$ cat config.mk
export PLATFORM = sky130hd
export DESIGN_NAME = w5300_bus_arbiter
export DESIGN_NICKNAME = d
export VERILOG_FILES = /design/src/rtl/w5300_pkg.sv /design/src/rtl/w5300_rr_pick.sv /design/src/rtl/w5300_bus_arbiter.sv
export SDC_FILE = /design/constraint.sdc
export NUM_CORES = 1
export LEC_CHECK = 0
export CAP_MARGIN = 0
export CORE_MARGIN = 1.5
export CORE_UTILIZATION = 45
export CTS_CLUSTER_DIAMETER = 60
export CTS_CLUSTER_SIZE = 14
export DETAILED_ROUTE_END_ITERATION = 10
export PLACE_DENSITY = 0.82
export SKIP_LAST_GASP = 1
export SLEW_MARGIN = 20
export SYNTH_ARGS = -nofsm -noshare
export SYNTH_HDL_FRONTEND = slang
export SYNTH_SLANG_ARGS = --single-unit
$ cat constraint.sdc
create_clock -name clk -period 3.5 [get_ports clk]
set_clock_uncertainty 0.15 [all_clocks]
set_input_delay 0.7 -clock clk [delete_from_list [all_inputs] [get_ports clk]]
set_output_delay 0.7 -clock clk [all_outputs]
set_load 0.005 [all_outputs]
$ cat src/rtl/w5300_pkg.sv
// Shared W5300 bus widths, arbiter state encoding and register map constants
// used by the parallel-bus arbiter and its requesters.
package w5300_pkg;

    localparam int W5300_ADDR_W = 10;
    localparam int W5300_DATA_W = 16;

    typedef logic [W5300_ADDR_W-1:0] w5300_addr_t;

    typedef enum logic [1:0] {
        ARB_IDLE  = 2'd0,
        ARB_ISSUE = 2'd1,
        ARB_WAIT  = 2'd2
    } arb_state_e;

    // Direct-mode byte addresses; socket registers repeat every stride.
    localparam w5300_addr_t W5300_MR          = 10'h000;
    localparam w5300_addr_t W5300_IR          = 10'h002;
    localparam w5300_addr_t W5300_IMR         = 10'h004;
    localparam w5300_addr_t W5300_SN_BASE     = 10'h200;
    localparam w5300_addr_t W5300_SN_STRIDE   = 10'h040;
    localparam w5300_addr_t W5300_SN_TX_FIFOR = 10'h02E;
    localparam w5300_addr_t W5300_SN_RX_FIFOR = 10'h030;

    function automatic w5300_addr_t sn_reg(input logic [2:0] sock, input w5300_addr_t off);
        return W5300_SN_BASE + w5300_addr_t'({sock, 6'b00_0000}) + off;
    endfunction

endpackage

$ cat src/rtl/w5300_rr_pick.sv
// Combinational round-robin picker: scans requests upward from rr_ptr_i,
// restricted to the lock owner while a lock is being held.
module w5300_rr_pick #(
    parameter int NUM_REQ = 2,
    parameter int IW      = 1
) (
    input  logic [NUM_REQ-1:0] req_i,
    input  logic [IW-1:0]      rr_ptr_i,
    input  logic               lock_valid_i,
    input  logic [IW-1:0]      lock_own_i,
    output logic [IW-1:0]      grant_o,
    output logic               found_o
);

    logic [NUM_REQ-1:0] elig;
    logic [IW:0]        pos;

    generate
        for (genvar gi = 0; gi < NUM_REQ; gi++) begin : g_elig
            assign elig[gi] = req_i[gi] & (~lock_valid_i | (lock_own_i == IW'(gi)));
        end
    endgenerate

    // One extra bit on pos keeps the wrap-around compare exact for any NUM_REQ.
    always_comb begin
        grant_o = '0;
        found_o = 1'b0;
        pos     = '0;
        for (int k = 0; k < NUM_REQ; k++) begin
            pos = {1'b0, rr_ptr_i} + (IW+1)'(k);
            if (pos >= (IW+1)'(NUM_REQ)) begin
                pos = pos - (IW+1)'(NUM_REQ);
            end
            if (!found_o && elig[pos[IW-1:0]]) begin
                found_o = 1'b1;
                grant_o = pos[IW-1:0];
            end
        end
    end

endmodule

$ cat src/rtl/w5300_bus_arbiter.sv
// Shares the W5300 parallel-bus interface between NUM_REQ requesters, one
// transaction at a time, with round-robin fairness, lock sequences and a watchdog.
module w5300_bus_arbiter
    import w5300_pkg::*;
#(
    parameter int NUM_REQ = 2,
    parameter int TIMEOUT = 1023
) (
    input  logic                             clk,
    input  logic                             i_rst_n,
    input  logic [NUM_REQ-1:0]               m_req,
    input  logic [NUM_REQ-1:0]               m_lock,
    input  logic [NUM_REQ-1:0]               m_we,
    input  logic [NUM_REQ*W5300_ADDR_W-1:0]  m_addr,
    input  logic [NUM_REQ*W5300_DATA_W-1:0]  m_wdata,
    output logic [NUM_REQ-1:0]               m_rsp_valid,
    output logic                             m_rsp_err,
    output logic [W5300_DATA_W-1:0]          m_rdata,
    output logic                             bus_req_valid,
    input  logic                             bus_req_ready,
    output logic                             bus_we,
    output logic [W5300_ADDR_W-1:0]          bus_addr,
    output logic [W5300_DATA_W-1:0]          bus_wdata,
    input  logic                             bus_rsp_valid,
    input  logic [W5300_DATA_W-1:0]          bus_rdata
);

    localparam int IW = (NUM_REQ > 1) ? $clog2(NUM_REQ) : 1;
    localparam int CW = $clog2(TIMEOUT + 1);

    arb_state_e        state_q;
    logic [IW-1:0]     sel_q;
    logic [IW-1:0]     rr_ptr_q;
    logic [IW-1:0]     lock_own_q;
    logic              lock_valid_q;
    logic              lock_req_q;
    logic [CW-1:0]     cnt_q;

    logic [IW-1:0]      grant;
    logic               found;
    logic               lock_hold;
    logic [IW-1:0]      rr_ptr_d;
    logic [NUM_REQ-1:0] rsp_vec_d;
    logic               timeout_d;

    logic [W5300_ADDR_W-1:0] addr_arr  [NUM_REQ];
    logic [W5300_DATA_W-1:0] wdata_arr [NUM_REQ];

    generate
        for (genvar gi = 0; gi < NUM_REQ; gi++) begin : g_unpack
            assign addr_arr[gi]  = m_addr[gi*W5300_ADDR_W +: W5300_ADDR_W];
            assign wdata_arr[gi] = m_wdata[gi*W5300_DATA_W +: W5300_DATA_W];
        end
    endgenerate

    // A lock is honoured only while its owner keeps m_lock asserted.
    assign lock_hold = lock_valid_q & m_lock[lock_own_q];
    assign rr_ptr_d  = (sel_q == IW'(NUM_REQ - 1)) ? '0 : sel_q + IW'(1);
    assign rsp_vec_d = NUM_REQ'(1) << sel_q;
    assign timeout_d = (cnt_q == CW'(TIMEOUT - 1));

    w5300_rr_pick #(
        .NUM_REQ (NUM_REQ),
        .IW      (IW)
    ) u_pick (
        .req_i        (m_req),
        .rr_ptr_i     (rr_ptr_q),
        .lock_valid_i (lock_hold),
        .lock_own_i   (lock_own_q),
        .grant_o      (grant),
        .found_o      (found)
    );

    always_ff @(posedge clk or negedge i_rst_n) begin
        if (!i_rst_n) begin
            state_q       <= ARB_IDLE;
            sel_q         <= '0;
            rr_ptr_q      <= '0;
            lock_own_q    <= '0;
            lock_valid_q  <= 1'b0;
            lock_req_q    <= 1'b0;
            cnt_q         <= '0;
            m_rsp_valid   <= '0;
            m_rsp_err     <= 1'b0;
            m_rdata       <= '0;
            bus_req_valid <= 1'b0;
            bus_we        <= 1'b0;
            bus_addr      <= '0;
            bus_wdata     <= '0;
        end else begin
            m_rsp_valid <= '0;
            m_rsp_err   <= 1'b0;
            case (state_q)
                ARB_IDLE: begin
                    if (lock_valid_q && !m_lock[lock_own_q]) begin
                        lock_valid_q <= 1'b0;
                    end
                    // Skip the pulse cycle so a finishing requester can drop m_req first.
                    if (found && (m_rsp_valid == '0)) begin
                        sel_q         <= grant;
                        bus_we        <= m_we[grant];
                        bus_addr      <= addr_arr[grant];
                        bus_wdata     <= wdata_arr[grant];
                        lock_req_q    <= m_lock[grant];
                        bus_req_valid <= 1'b1;
                        cnt_q         <= '0;
                        state_q       <= ARB_ISSUE;
                    end
                end
                ARB_ISSUE: begin
                    cnt_q <= cnt_q + CW'(1);
                    if (timeout_d) begin
                        m_rsp_valid   <= rsp_vec_d;
                        m_rsp_err     <= 1'b1;
                        m_rdata       <= '0;
                        bus_req_valid <= 1'b0;
                        lock_valid_q  <= 1'b0;
                        rr_ptr_q      <= rr_ptr_d;
                        state_q       <= ARB_IDLE;
                    end else if (bus_req_ready) begin
                        bus_req_valid <= 1'b0;
                        state_q       <= ARB_WAIT;
                    end
                end
                ARB_WAIT: begin
                    cnt_q <= cnt_q + CW'(1);
                    if (bus_rsp_valid) begin
                        m_rsp_valid  <= rsp_vec_d;
                        m_rdata      <= bus_rdata;
                        rr_ptr_q     <= rr_ptr_d;
                        lock_valid_q <= lock_req_q;
                        lock_own_q   <= sel_q;
                        state_q      <= ARB_IDLE;
                    end else if (timeout_d) begin
                        m_rsp_valid  <= rsp_vec_d;
                        m_rsp_err    <= 1'b1;
                        m_rdata      <= '0;
                        lock_valid_q <= 1'b0;
                        rr_ptr_q     <= rr_ptr_d;
                        state_q      <= ARB_IDLE;
                    end
                end
                default: state_q <= ARB_IDLE;
            endcase
        end
    end

endmodule

==> results.sh <==
export IMPL_synth_most_common_cell="dfrtp_1"
export IMPL_crit_type="in2reg"
export IMPL_r2r_slack_ns=0.97
export IMPL_peakVddDrop_mv=0.4647
export IMPL_ys_seq_area_share_pct=49.23
export IMPL_cp_buffers_inverters=2
export IMPL_ios=125
export IMPL_die_height_um=88.03
export IMPL_reg2reg_from="state_q[1]$_DFFE_PN0P_"
export IMPL_setup_tns_ns=0
export IMPL_power_density_nw_per_um2=771.0
export IMPL_synth_top_cell_area_share_pct=49.23
export IMPL_row_count=30
export IMPL_grt_pass1_vias=3227
export IMPL_remaining_drc_errors=0
export IMPL_path_cells="clkdlybuf4s50_1 > and4b_1 > or4_4 > nor2_2 > buf_4 > a31oi_1"
export IMPL_gp_congestion=0.8706
export IMPL_setup_viol=0
export IMPL_min_from="m_rdata[3]$_DFFE_PN0P_"
export IMPL_cpLargestDelayFamily="simple AND/OR/NAND/NOR gates"
export IMPL_syn_area_per_cell_um2=9.682
export IMPL_fin_cells=554
export IMPL_cts_buffer_depth=2
export IMPL_fillerInstances=542
export IMPL_start_util_pct=47.10
export IMPL_area_delta_synth_final_pct=46.88
export IMPL_cts_sinks=64
export IMPL_synth_area_um2=3253
export IMPL_hpwlAfterDp_mm=6.661
export IMPL_final_nets=539
export IMPL_outcome="finished, final reports clean"
export IMPL_drive_gt1_share_pct=8.297
export IMPL_routed_via_count=3272
export IMPL_synth_nets=420
export IMPL_worstPathRequired_ns=3.55
export IMPL_root_buffer="clkbuf_8"
export IMPL_ys_ff_latch=64
export IMPL_cellLeakagePower_nw=1.988
export IMPL_insertion_delay_ns=0.34
export IMPL_synthTopCellsByCount="64 x dfrtp_1, 40 x nand3_1, 34 x a21oi_1"
export IMPL_via_per_inst=5.906
export IMPL_drv_cap=0
export IMPL_dieWidth_um=88.03
export IMPL_timing_fmax_ghz=0.3672
export IMPL_dieArea_um2=7748
export IMPL_hold_violations=0
export IMPL_antenna_cells=0
export IMPL_h_tree_depth=3
export IMPL_async_reset_ff_share_pct=100.0
export IMPL_synth_area_leaders="dfrtp_1 49%, nand3_1 6.2%, a31oi_1 5.8%"
export IMPL_placed_cells_incl_taps=540
export IMPL_reg2reg_to="rr_ptr_q$_DFFE_PN0P_"
export IMPL_drv_slew=0
export IMPL_period_needed_ns=2.723
export IMPL_holdBufCountCts=0
export IMPL_cts_buffers=9
export IMPL_finalWirelength_mm=9.892
export IMPL_drt_pass1_iterations=4
export IMPL_syn_inst=336
export IMPL_core_area_um2=6907
export IMPL_cp_end_kind="register"
export IMPL_worst_pin_slew_ns=0.9323
export IMPL_holdCritPathClass="reg2reg"
export IMPL_yosys_area_top_type="dfrtp_1"
export IMPL_clk_pin_slew_ns=0.07
export IMPL_max_stage_delay_ns=0.64
export IMPL_antenna_found_initial=0
export IMPL_period_share_pct=77.80
export IMPL_io_buffers=124
export IMPL_wl_per_cell_um=17.86
export IMPL_tritoncts="yes"
export IMPL_min_path_cells=1
export IMPL_ant_nets=0
export IMPL_grtUsageTotal_pct=25.73
export IMPL_rsz0062_at_grt="no"
export IMPL_slew_headroom_pct=37.85
export IMPL_whs_endpoint="m_rdata[3]$_DFFE_PN0P_"
export IMPL_cts_setup_buffers=0
export IMPL_grt_max_degree=65
export IMPL_synth_flop_cell="dfrtp_1"
export IMPL_start_kind="input pin"
export IMPL_synth_edf_count=0
export IMPL_crit_fanout=28
export IMPL_synth_distinct_cells=45
export IMPL_drt_initial_drc_count=200
export IMPL_gr_total_overflow=0
export IMPL_ys_warn_count=0
export IMPL_cp_arrival_ns=2.77
export IMPL_grt_pass1_wl_mm=15.50
export IMPL_slowest_stage="or4_4"
export IMPL_reg2reg_depth=6
export IMPL_cts_resized=0
-- metal layers --
layer	vias up	routed length, µm	GRT usage (%)
met5	-	0	0
met4	0	174	10.65
met3	21	761	5.090
met2	158	4881	43.03
met1	1586	4075	32.71
li1	1507	-	-
-- flip-flops by register name, summed over array words and instances (netlist names), 2 cells and up --
name	cells
state_q	2
m_rsp_valid	2
bus_addr	10
bus_wdata	16
m_rdata	16
cnt_q	10
-- per-stage QoR --
| stage | util (%) | worst slack [ns] | hold slack, ns | cell area (µm²) | total power [mW] |
|---|---|---|---|---|---|
| floorplan | - | 1.317 | 0.2544 | 3253 | 2.150 |
| global placement | 66.18 | 0.5064 | 0.3343 | 4571 | 2.926 |
| detailed placement | 66.18 | 0.4442 | 0.3317 | 4571 | 2.986 |
| CTS | 69.18 | 0.8045 | 0.3549 | 4778 | 3.691 |
| global route | 69.18 | 0.6744 | 0.3685 | 4778 | 3.925 |
| finish | 69.18 | 0.7770 | 0.3500 | 4778 | 3.684 |
-- logic make-up after synthesis --
family | count (synthesis) | synth area share, %
AOI/OAI and AO/OA | 139 | 27.15
buffers and inverters | 35 | 4.769
muxes | 4 | 1.269
adders and majority gates | 6 | 2.308
DFF | 64 | 49.23
and+or+nand+nor | 88 | 15.27
-- cell type report --
cell class | count | area [µm²] | area share [%]
flip-flops and latches | 64 | 1602 | 33.52
multi-input cells | 237 | 1500 | 31.40
clock buffers | 10 | 137.6 | 2.880
clock inverters | 4 | 70.07 | 1.466
well taps | 96 | 120.1 | 2.514
repair buffers | 135 | 1319 | 27.60
inverters | 8 | 30.03 | 0.6284
-- worst max path at each step --
stage,from,endpoint,slack (ns),cells past startpoint
finish,m_req[1],lock_req_q$_DFFE_PN0P_,0.78,6
global route,m_req[1],bus_wdata[3]$_DFFE_PN0P_,0.67,6
CTS,m_req[1],bus_wdata[6]$_DFFE_PN0P_,0.80,6
detailed placement,m_req[1],lock_req_q$_DFFE_PN0P_,0.44,6
global placement,m_req[1],bus_wdata[8]$_DFFE_PN0P_,0.51,6
floorplan,m_req[0],bus_addr[5]$_DFFE_PN0P_,1.32,6
-- power breakdown --
part           internal, mW  leakage, nW  switching, mW
registers              1.06        0.778          0.228
logic                 0.884         1.10          0.818
clock network         0.410        0.108          0.285
-- cells in the final DEF (no fill, tap or decap), types with 10 or more instances in the layout --
master | synthesis | routed
o211ai_1 | 12 | 12
buf_4 | 0 | 11
nand2_1 | 16 | 16
clkdlybuf4s50_1 | 0 | 123
a22o_1 | 16 | 16
a21oi_1 | 34 | 33
clkbuf_8 | 0 | 10
o21ai_0 | 33 | 32
a31oi_1 | 30 | 30
dfrtp_1 | 64 | 64
nand3_1 | 40 | 40
(Power assumes the default switching activity.)
